$ cat src/rtl/alu_share_arbiter_if.sv
// Request/response bundle between the two requesters and the ALU share arbiter.
// master = requester side, slave = arbiter side.
interface alu_share_arbiter_if;
    logic [1:0]  req_valid;
    logic [1:0]  req_ready;
    logic [4:0]  req0_OpCode, req1_OpCode;
    logic [1:0]  req0_funct,  req1_funct;
    logic [15:0] req0_Rs, req0_Rt, req1_Rs, req1_Rt;
    logic [15:0] req0_Pc, req1_Pc;
    logic [7:0]  req0_Imm, req1_Imm;
    logic [1:0]  rsp_valid;
    logic [1:0]  rsp_ready;
    logic [15:0] rsp_data;

    modport master (
        output req_valid, req0_OpCode, req1_OpCode, req0_funct, req1_funct,
               req0_Rs, req0_Rt, req1_Rs, req1_Rt, req0_Pc, req1_Pc,
               req0_Imm, req1_Imm, rsp_ready,
        input  req_ready, rsp_valid, rsp_data
    );

    modport slave (
        input  req_valid, req0_OpCode, req1_OpCode, req0_funct, req1_funct,
               req0_Rs, req0_Rt, req1_Rs, req1_Rt, req0_Pc, req1_Pc,
               req0_Imm, req1_Imm, rsp_ready,
        output req_ready, rsp_valid, rsp_data
    );
endinterface

$ cat src/rtl/alu_share_arbiter.sv
// Round-robin sharing of one combinational 16-bit ALU between two requesters;
// one operation in flight, operands held for EXEC_CYCLES, result returned by handshake.
module alu_share_arbiter #(
    parameter int EXEC_CYCLES = 1
) (
    input  logic                 clk,
    input  logic                 rst,
    alu_share_arbiter_if.slave   bus,
    output logic [4:0]           alu_OpCode,
    output logic [1:0]           alu_funct,
    output logic [15:0]          alu_Rs,
    output logic [15:0]          alu_Rt,
    output logic [15:0]          alu_Pc,
    output logic [7:0]           alu_Imm,
    input  logic [15:0]          alu_res,
    output logic                 busy
);
    typedef enum logic [1:0] {IDLE, EXEC, RESP} state_t;

    state_t     state, state_next;
    logic [2:0] cnt;
    logic       last_grant;
    logic       gnt;
    logic       chosen;
    logic       accept;

    // Contention goes to the port that was not served last.
    always_comb begin
        chosen = 1'b0;
        if (&bus.req_valid)
            chosen = ~last_grant;
        else if (bus.req_valid[1])
            chosen = 1'b1;
    end

    always_ff @(posedge clk) begin
        if (rst)
            state <= IDLE;
        else
            state <= state_next;
    end

    always_comb begin
        state_next    = state;
        bus.req_ready = 2'b00;
        accept        = 1'b0;
        case (state)
            IDLE: begin
                if (bus.req_valid[chosen]) begin
                    bus.req_ready[chosen] = 1'b1;
                    accept                = 1'b1;
                    state_next            = EXEC;
                end
            end
            EXEC: begin
                if (cnt == 3'd0)
                    state_next = RESP;
            end
            RESP: begin
                if (bus.rsp_ready[gnt])
                    state_next = IDLE;
            end
            default: state_next = IDLE;
        endcase
    end

    // alu_* registers keep their last operands after returning to IDLE.
    always_ff @(posedge clk) begin
        if (rst) begin
            cnt           <= 3'd0;
            last_grant    <= 1'b1;
            gnt           <= 1'b0;
            bus.rsp_valid <= 2'b00;
            bus.rsp_data  <= 16'h0000;
            alu_OpCode    <= 5'd0;
            alu_funct     <= 2'd0;
            alu_Rs        <= 16'd0;
            alu_Rt        <= 16'd0;
            alu_Pc        <= 16'd0;
            alu_Imm       <= 8'd0;
        end else begin
            case (state)
                IDLE: begin
                    if (accept) begin
                        gnt <= chosen;
                        cnt <= 3'(EXEC_CYCLES - 1);
                        if (chosen) begin
                            alu_OpCode <= bus.req1_OpCode;
                            alu_funct  <= bus.req1_funct;
                            alu_Rs     <= bus.req1_Rs;
                            alu_Rt     <= bus.req1_Rt;
                            alu_Pc     <= bus.req1_Pc;
                            alu_Imm    <= bus.req1_Imm;
                        end else begin
                            alu_OpCode <= bus.req0_OpCode;
                            alu_funct  <= bus.req0_funct;
                            alu_Rs     <= bus.req0_Rs;
                            alu_Rt     <= bus.req0_Rt;
                            alu_Pc     <= bus.req0_Pc;
                            alu_Imm    <= bus.req0_Imm;
                        end
                    end
                end
                EXEC: begin
                    if (cnt == 3'd0) begin
                        bus.rsp_data       <= alu_res;
                        bus.rsp_valid[gnt] <= 1'b1;
                    end else begin
                        cnt <= cnt - 3'd1;
                    end
                end
                RESP: begin
                    if (bus.rsp_ready[gnt]) begin
                        bus.rsp_valid <= 2'b00;
                        last_grant    <= gnt;
                    end
                end
                default: ;
            endcase
        end
    end

    assign busy = (state != IDLE);
endmodule
$ cat src/flat_wrapper.sv
// flat-port wrapper written by rule: the top's interface ports become plain ports
module alu_share_arbiter_flat 
#(
    parameter int EXEC_CYCLES = 1
)
  (clk, rst, alu_OpCode, alu_funct, alu_Rs, alu_Rt, alu_Pc, alu_Imm, alu_res, busy, bus_req_valid, bus_req0_OpCode, bus_req1_OpCode, bus_req0_funct, bus_req1_funct, bus_req0_Rs, bus_req0_Rt, bus_req1_Rs, bus_req1_Rt, bus_req0_Pc, bus_req1_Pc, bus_req0_Imm, bus_req1_Imm, bus_rsp_ready, bus_req_ready, bus_rsp_valid, bus_rsp_data);
  alu_share_arbiter_if bus_i ();
  input  logic clk;
  input  logic rst;
  output logic [4:0] alu_OpCode;
  output logic [1:0] alu_funct;
  output logic [15:0] alu_Rs;
  output logic [15:0] alu_Rt;
  output logic [15:0] alu_Pc;
  output logic [7:0] alu_Imm;
  input  logic [15:0] alu_res;
  output logic busy;
  input wire logic [$bits(bus_i.req_valid)-1:0] bus_req_valid;
  input wire logic [$bits(bus_i.req0_OpCode)-1:0] bus_req0_OpCode;
  input wire logic [$bits(bus_i.req1_OpCode)-1:0] bus_req1_OpCode;
  input wire logic [$bits(bus_i.req0_funct)-1:0] bus_req0_funct;
  input wire logic [$bits(bus_i.req1_funct)-1:0] bus_req1_funct;
  input wire logic [$bits(bus_i.req0_Rs)-1:0] bus_req0_Rs;
  input wire logic [$bits(bus_i.req0_Rt)-1:0] bus_req0_Rt;
  input wire logic [$bits(bus_i.req1_Rs)-1:0] bus_req1_Rs;
  input wire logic [$bits(bus_i.req1_Rt)-1:0] bus_req1_Rt;
  input wire logic [$bits(bus_i.req0_Pc)-1:0] bus_req0_Pc;
  input wire logic [$bits(bus_i.req1_Pc)-1:0] bus_req1_Pc;
  input wire logic [$bits(bus_i.req0_Imm)-1:0] bus_req0_Imm;
  input wire logic [$bits(bus_i.req1_Imm)-1:0] bus_req1_Imm;
  input wire logic [$bits(bus_i.rsp_ready)-1:0] bus_rsp_ready;
  output wire logic [$bits(bus_i.req_ready)-1:0] bus_req_ready;
  output wire logic [$bits(bus_i.rsp_valid)-1:0] bus_rsp_valid;
  output wire logic [$bits(bus_i.rsp_data)-1:0] bus_rsp_data;
  assign bus_i.req_valid = bus_req_valid;
  assign bus_i.req0_OpCode = bus_req0_OpCode;
  assign bus_i.req1_OpCode = bus_req1_OpCode;
  assign bus_i.req0_funct = bus_req0_funct;
  assign bus_i.req1_funct = bus_req1_funct;
  assign bus_i.req0_Rs = bus_req0_Rs;
  assign bus_i.req0_Rt = bus_req0_Rt;
  assign bus_i.req1_Rs = bus_req1_Rs;
  assign bus_i.req1_Rt = bus_req1_Rt;
  assign bus_i.req0_Pc = bus_req0_Pc;
  assign bus_i.req1_Pc = bus_req1_Pc;
  assign bus_i.req0_Imm = bus_req0_Imm;
  assign bus_i.req1_Imm = bus_req1_Imm;
  assign bus_i.rsp_ready = bus_rsp_ready;
  assign bus_req_ready = bus_i.req_ready;
  assign bus_rsp_valid = bus_i.rsp_valid;
  assign bus_rsp_data = bus_i.rsp_data;
  alu_share_arbiter #(.EXEC_CYCLES(EXEC_CYCLES)) u_core (.clk(clk), .rst(rst), .bus(bus_i), .alu_OpCode(alu_OpCode), .alu_funct(alu_funct), .alu_Rs(alu_Rs), .alu_Rt(alu_Rt), .alu_Pc(alu_Pc), .alu_Imm(alu_Imm), .alu_res(alu_res), .busy(busy));
endmodule
$ cat config.mk
export PLATFORM = sky130hd
export DESIGN_NAME = alu_share_arbiter_flat
export DESIGN_NICKNAME = d
export VERILOG_FILES = /design/src/rtl/alu_share_arbiter_if.sv /design/src/rtl/alu_share_arbiter.sv /design/src/flat_wrapper.sv
export SDC_FILE = /design/constraint.sdc
export NUM_CORES = 1
export LEC_CHECK = 0
export BUFFER_PORTS_ARGS = -buffer_cell sky130_fd_sc_hd__buf_2
export CAP_MARGIN = 20
export CELL_PAD_IN_SITES_DETAIL_PLACEMENT = 1
export CELL_PAD_IN_SITES_GLOBAL_PLACEMENT = 1
export CORE_ASPECT_RATIO = 1.75
export CORE_MARGIN = 4
export CORE_UTILIZATION = 28
export CTS_CLUSTER_DIAMETER = 120
export CTS_CLUSTER_SIZE = 24
export DETAILED_ROUTE_END_ITERATION = 8
export HOLD_SLACK_MARGIN = 0.08
export PLACE_DENSITY = 0.81
export SLEW_MARGIN = 20
export SYNTH_ARGS = -nofsm -noshare
export SYNTH_HDL_FRONTEND = slang
export SYNTH_SLANG_ARGS = --single-unit
export TNS_END_PERCENT = 10
$ cat constraint.sdc
create_clock -name clk -period 4.8 [get_ports clk]
set_clock_uncertainty 0.05 [all_clocks]
set_input_delay 0.48 -clock clk [delete_from_list [all_inputs] [get_ports clk]]
set_output_delay 0.48 -clock clk [all_outputs]
set_load 0.005 [all_outputs]
# == Word level (Yosys, flattened, before mapping) ==
# Cells that the tools add are included.
# op_classes
n_bitwise,2
magnitude_cmp,4
reduce_logical,14
n_addsub,1
n_eq_ne,7
mux,29
# op_table
operator,n
$mux W16,3
$mux W2,7
$mux W1,10
$reduce_and A3 Y1,3
$mux W8,1
$ne A2 B1 Y1 const B,4
$reduce_and A2 Y1,4
$mux W3,2
$pmux W2 S3,1
$pmux W3 S2,1
$reduce_bool A2 Y1,3
$mux W5,1
$lt A1 B2 Y1 const B,2
$pmux W2 S2,1
$logic_not A3 Y1,1
$sub A3 B1 Y3 const B,1
$demux W1 S1,2
$eq A2 B1 Y1 const B,1
$eq A2 B2 Y1 const B,1
$ge A1 B1 Y1 const B,2
$logic_and A1 B1 Y1,2
$logic_not A2 Y1,1
$ne A2 B2 Y1 const B,1
$or A2 B2 Y2,1
$not A1 Y1,1
# word_totals
in_bits,148
word_cells,69
regBits,88

# == Logic depth before layout (Yosys ltp) ==
# logic_depth
word_depth,8
ltp_mapped,9

# == Worst setup path before layout ==
# OpenSTA, ideal clock, no wires.
# synth_path
kind,register -> output
startpoint,register u_core.state[0]
endpoint,output port bus_req_ready[0]
setup_slack_ps,3017
arrival_ps,1253
path_stages_with_launch,7
required_ps,4270
n_path_buf,2
path_cell_list,dfxtp_1 -> inv_1 -> ha_1 -> buf_2 -> o21ai_1 -> clkbuf_1 -> nor2_1
# synth_between
elab_chain_cells,2
# synth_rtl
item,line,source
from (decl),alu_share_arbiter.sv:20,"state_t state, state_next;"
from (signal assigned),alu_share_arbiter.sv:40,state <= state_next;
$logic_not A2 Y1,alu_share_arbiter.sv:47,case (state)
$mux W2,alu_share_arbiter.sv:47,
to (decl),flat_wrapper.sv:32,output wire logic [$bits(bus_i.req_ready)-1:0] bus_req_ready;
# Every way passes these cells.

# == Worst setup path in the final report ==
# layout_path
startpoint,register u_core.state[1]
endpoint,output port bus_req_ready[0]
# Same word-level chain as after synthesis.

==> flow_summary.ini <==
[status]
status = completed

[finish]
diodes = 0
finish.utilization_pct = 40.7
syn2layout_area_growth_pct = 41.5
nNetsFinal = 792
n_fill_cell = 1638
layout-drive-gt1-share_pct = 40.4

[synthesis]
synth_area_leaders = dfxtp_1 (47%), a32oi_1 (13%), a21oi_1 (10%), nand3_1 (7.6%), nand2_1 (5.0%)
synthMuxAreaShare_pct = 0.532
ys_ff_latch = 88
async_flop_share_pct = 0
synth_top_area_share_pct = 46.8
synth.largest_area_cell = dfxtp_1
synthCells = 438
synthSimpleGateAreaFrac_pct = 14.8
yosys_warnings = 0
synth_fa_ha_area_share_pct = 2.00
synth_xor_area_share_pct = 0
synth_nets = 592
synthTopCellsByCount = dfxtp_1 (88), a21oi_1 (76), a32oi_1 (57), nand3_1 (57), nand2_1 (50)
synth_cell_type_count = 34
synth_top_family_by_area = compound AO/OA/AOI/OAI gates
seq_area_frac_synth_pct = 46.8
syn_area_sq_um = 3760
yosysMostFrequentCell = dfxtp_1
synth_compound_area_share_pct = 29.5
synthesis.area_per_instance_sq_um = 8.59
synth_ff_type = dfxtp_1
synth_edf_count = 0

[clocking]
cts_max_level = 3
clk_pin_slew_worst_paths_ps = 60
cts_made_buffers = 9
cts.sinks = 88
hold_buffers = 0
insertion_delay_ps = 330
cts_tree = yes
clockBufferDepth = 2
cts-root-buf = clkbuf_16
cts_setup_buffers = 0
ctsResizeCount = 0

[sta]
fin_crit_sh_pct = 61.3
setup_slack_ps = 1860
setup_viol = 0
tns_ps = 0
relSlewSlack_pct = 37.9
slew_viol_final = 0
whs_ps = 338
tightest_slew_ps = 931
rsz0062_at_grt = false
fmax_mhz = 340
post-route-min-period_ps = 2940
hold_violations = 0

[grt]
antenna_found_initial = 1
grt_pass1_wl_mm = 23.4
grt_max_degree = 81
grtUsageTotal_pct = 19.2
grt_overflow = 0
grt_pass1_vias = 4639

[pwr]
p_clk_share_pct = 31.0
internal_power_mw = 1.62
power_mw = 2.48
swShare_pct = 34.5
seq_power_share_pct = 37.6
power.leakage_nw = 2.39
switchingPower_mw = 0.855
ir_worst_vdd_v = 0.000184
powerDensity_nw_per_um2 = 465
power.share.combinational_pct = 31.3

[placement]
dp_slack_ps = 2020
dpl.hpwl_mm = 11.1
io_buffers = 231
place.gp.congestion = 0.851

[routing]
top_layer_used = met5
num_vias = 4313
dr.pass1.iters = 4
drt_wl_total_mm = 15.1
drc_errors = 0
drtAntennaViolNets = 0
dr_wl_met2_mm = 8.17
vias_per_cell = 5.30
wl_met1_mm = 5.52
wl_per_cell_um = 18.6
drtIter0Drc = 178
wl_met3_um = 956

[hold_path]
whs_endpoint = u_core.bus.rsp_data[15]$_SDFFE_PP0P_
holdCritPathClass = input port to flip-flop
holdCritStartpoint = alu_res[15]
holdPathStages = 3

[worst_setup_path]
reg2regPathDepth = 6
arrival_ps = 2410
reg2reg_to = u_core.alu_Rt[0]$_SDFFE_PP0P_
path_class = flip-flop to primary output
startpoint_type = flip-flop
r2r_slack_ps = 2000
worst_r2r_startpoint = u_core.state[1]$_SDFFE_PP0P_
worstSetupEndpointType = primary output
critPathMaxFanout = 33
crit_required_ps = 4270

[die]
design.die.area_sq_um = 15400
rows = 55
die_w_um = 95.6
ios = 232
die_h_um = 161
core_sq_um = 13100
start_util_pct = 28.8

[job]
max_cap_violations = 0
flip-flops by register name (all words and copies together) (netlist names):
register	flops
u_core.gnt	1
u_core.cnt	3
u_core.bus.rsp_valid	2
u_core.alu_OpCode	5
u_core.alu_Rt	16
u_core.alu_Rs	16
u_core.alu_funct	2
u_core.alu_Pc	16
u_core.state	2
u_core.bus.rsp_data	16
u_core.last_grant	1
u_core.alu_Imm	8
layer usage:
metal,vias up,GRT usage (%)
met1,2071,20.1
met3,32,4.71
met2,170,35.4
li1,2038,-
met5,-,0
met4,2,7.64
area by class of cell:
cell class	count	area [sq um]	area share, %
Multi-Input combinational cell	293	1790	33.5
Sequential cell	88	1760	33.1
Timing Repair Buffer	237	1200	22.6
Clock buffer	9	225	4.23
Tap cell	171	214	4.02
Clock inverter	7	101	1.90
Inverter	9	33.8	0.635
critical path, stage by stage, from the launching register on:
cell     delay, ps
dfxtp_1        330
inv_1          110
ha_2           620
o21ai_4        380
buf_4          370
nor2_1         120
buf_2          130
cell families (layout without fill, tap and decap cells):
group           Yosys count  in the layout
compound gates          165            165
fa+ha+maj                 6              6
buf+inv                  57            262
flops                    88             88
mux                       2              2
simple gates            120            120
worst max path at each step:
| stage | start | slack [ps] | end |
|---|---|---|---|
| floorplan | u_core.state[0]$_SDFFE_PP0P_ | 3020 | bus_req_ready[0] |
| global placement | u_core.state[0]$_SDFFE_PP0P_ | 2170 | u_core.alu_Rs[15]$_SDFFE_PP0P_ |
| detailed placement | u_core.state[0]$_SDFFE_PP0P_ | 2020 | u_core.alu_Rt[0]$_SDFFE_PP0P_ |
| CTS | u_core.state[0]$_SDFFE_PP0P_ | 1870 | bus_req_ready[0] |
| global route | u_core.state[0]$_SDFFE_PP0P_ | 1700 | bus_req_ready[0] |
| finish | u_core.state[1]$_SDFFE_PP0P_ | 1860 | bus_req_ready[0] |
cell usage in the layout (no fill, tap or decap):
master / instances
mux2i_1: 2
nand2_1: 50
o41ai_1: 1
a21oi_1: 76
a22oi_1: 1
a21o_1: 1
inv_6: 2
o21ai_4: 1
nand3_1: 57
bufinv_16: 2
a32oi_1: 57
buf_4: 6
a221o_1: 2
inv_8: 1
a221oi_1: 2
dfxtp_1: 88
or4_1: 1
nand3b_1: 2
o311ai_0: 1
and3b_1: 1
o21a_2: 1
clkinvlp_4: 1
a21bo_2: 1
nand2b_1: 1
nor3b_2: 1
a31oi_1: 7
ha_1: 5
clkbuf_16: 9
clkinv_2: 1
a21boi_4: 1
o31ai_1: 1
nor2_1: 6
or4b_1: 1
inv_1: 9
o21ai_0: 8
buf_2: 231
a211oi_1: 3
a2111oi_2: 1
ha_2: 1
stage by stage:
stage / cell area [sq um] / cells
floorplan: 3760 / 438
global placement: 5000 / 798
detailed placement: 5000 / 798
CTS: 5320 / 814
global route: 5320 / 814
finish: 5320 / 814
power by group through the flow:
stage	registers, mW	logic (mW)	clock network, mW
3_5_place_dp	0.946	0.783	0
2_1_floorplan	0.946	0.451	0
5_1_grt	0.945	0.865	0.824
6_report	0.931	0.776	0.768
4_1_cts	0.931	0.785	0.790
3_3_place_gp	0.940	0.746	0
Power figures use the tool's default switching activity.
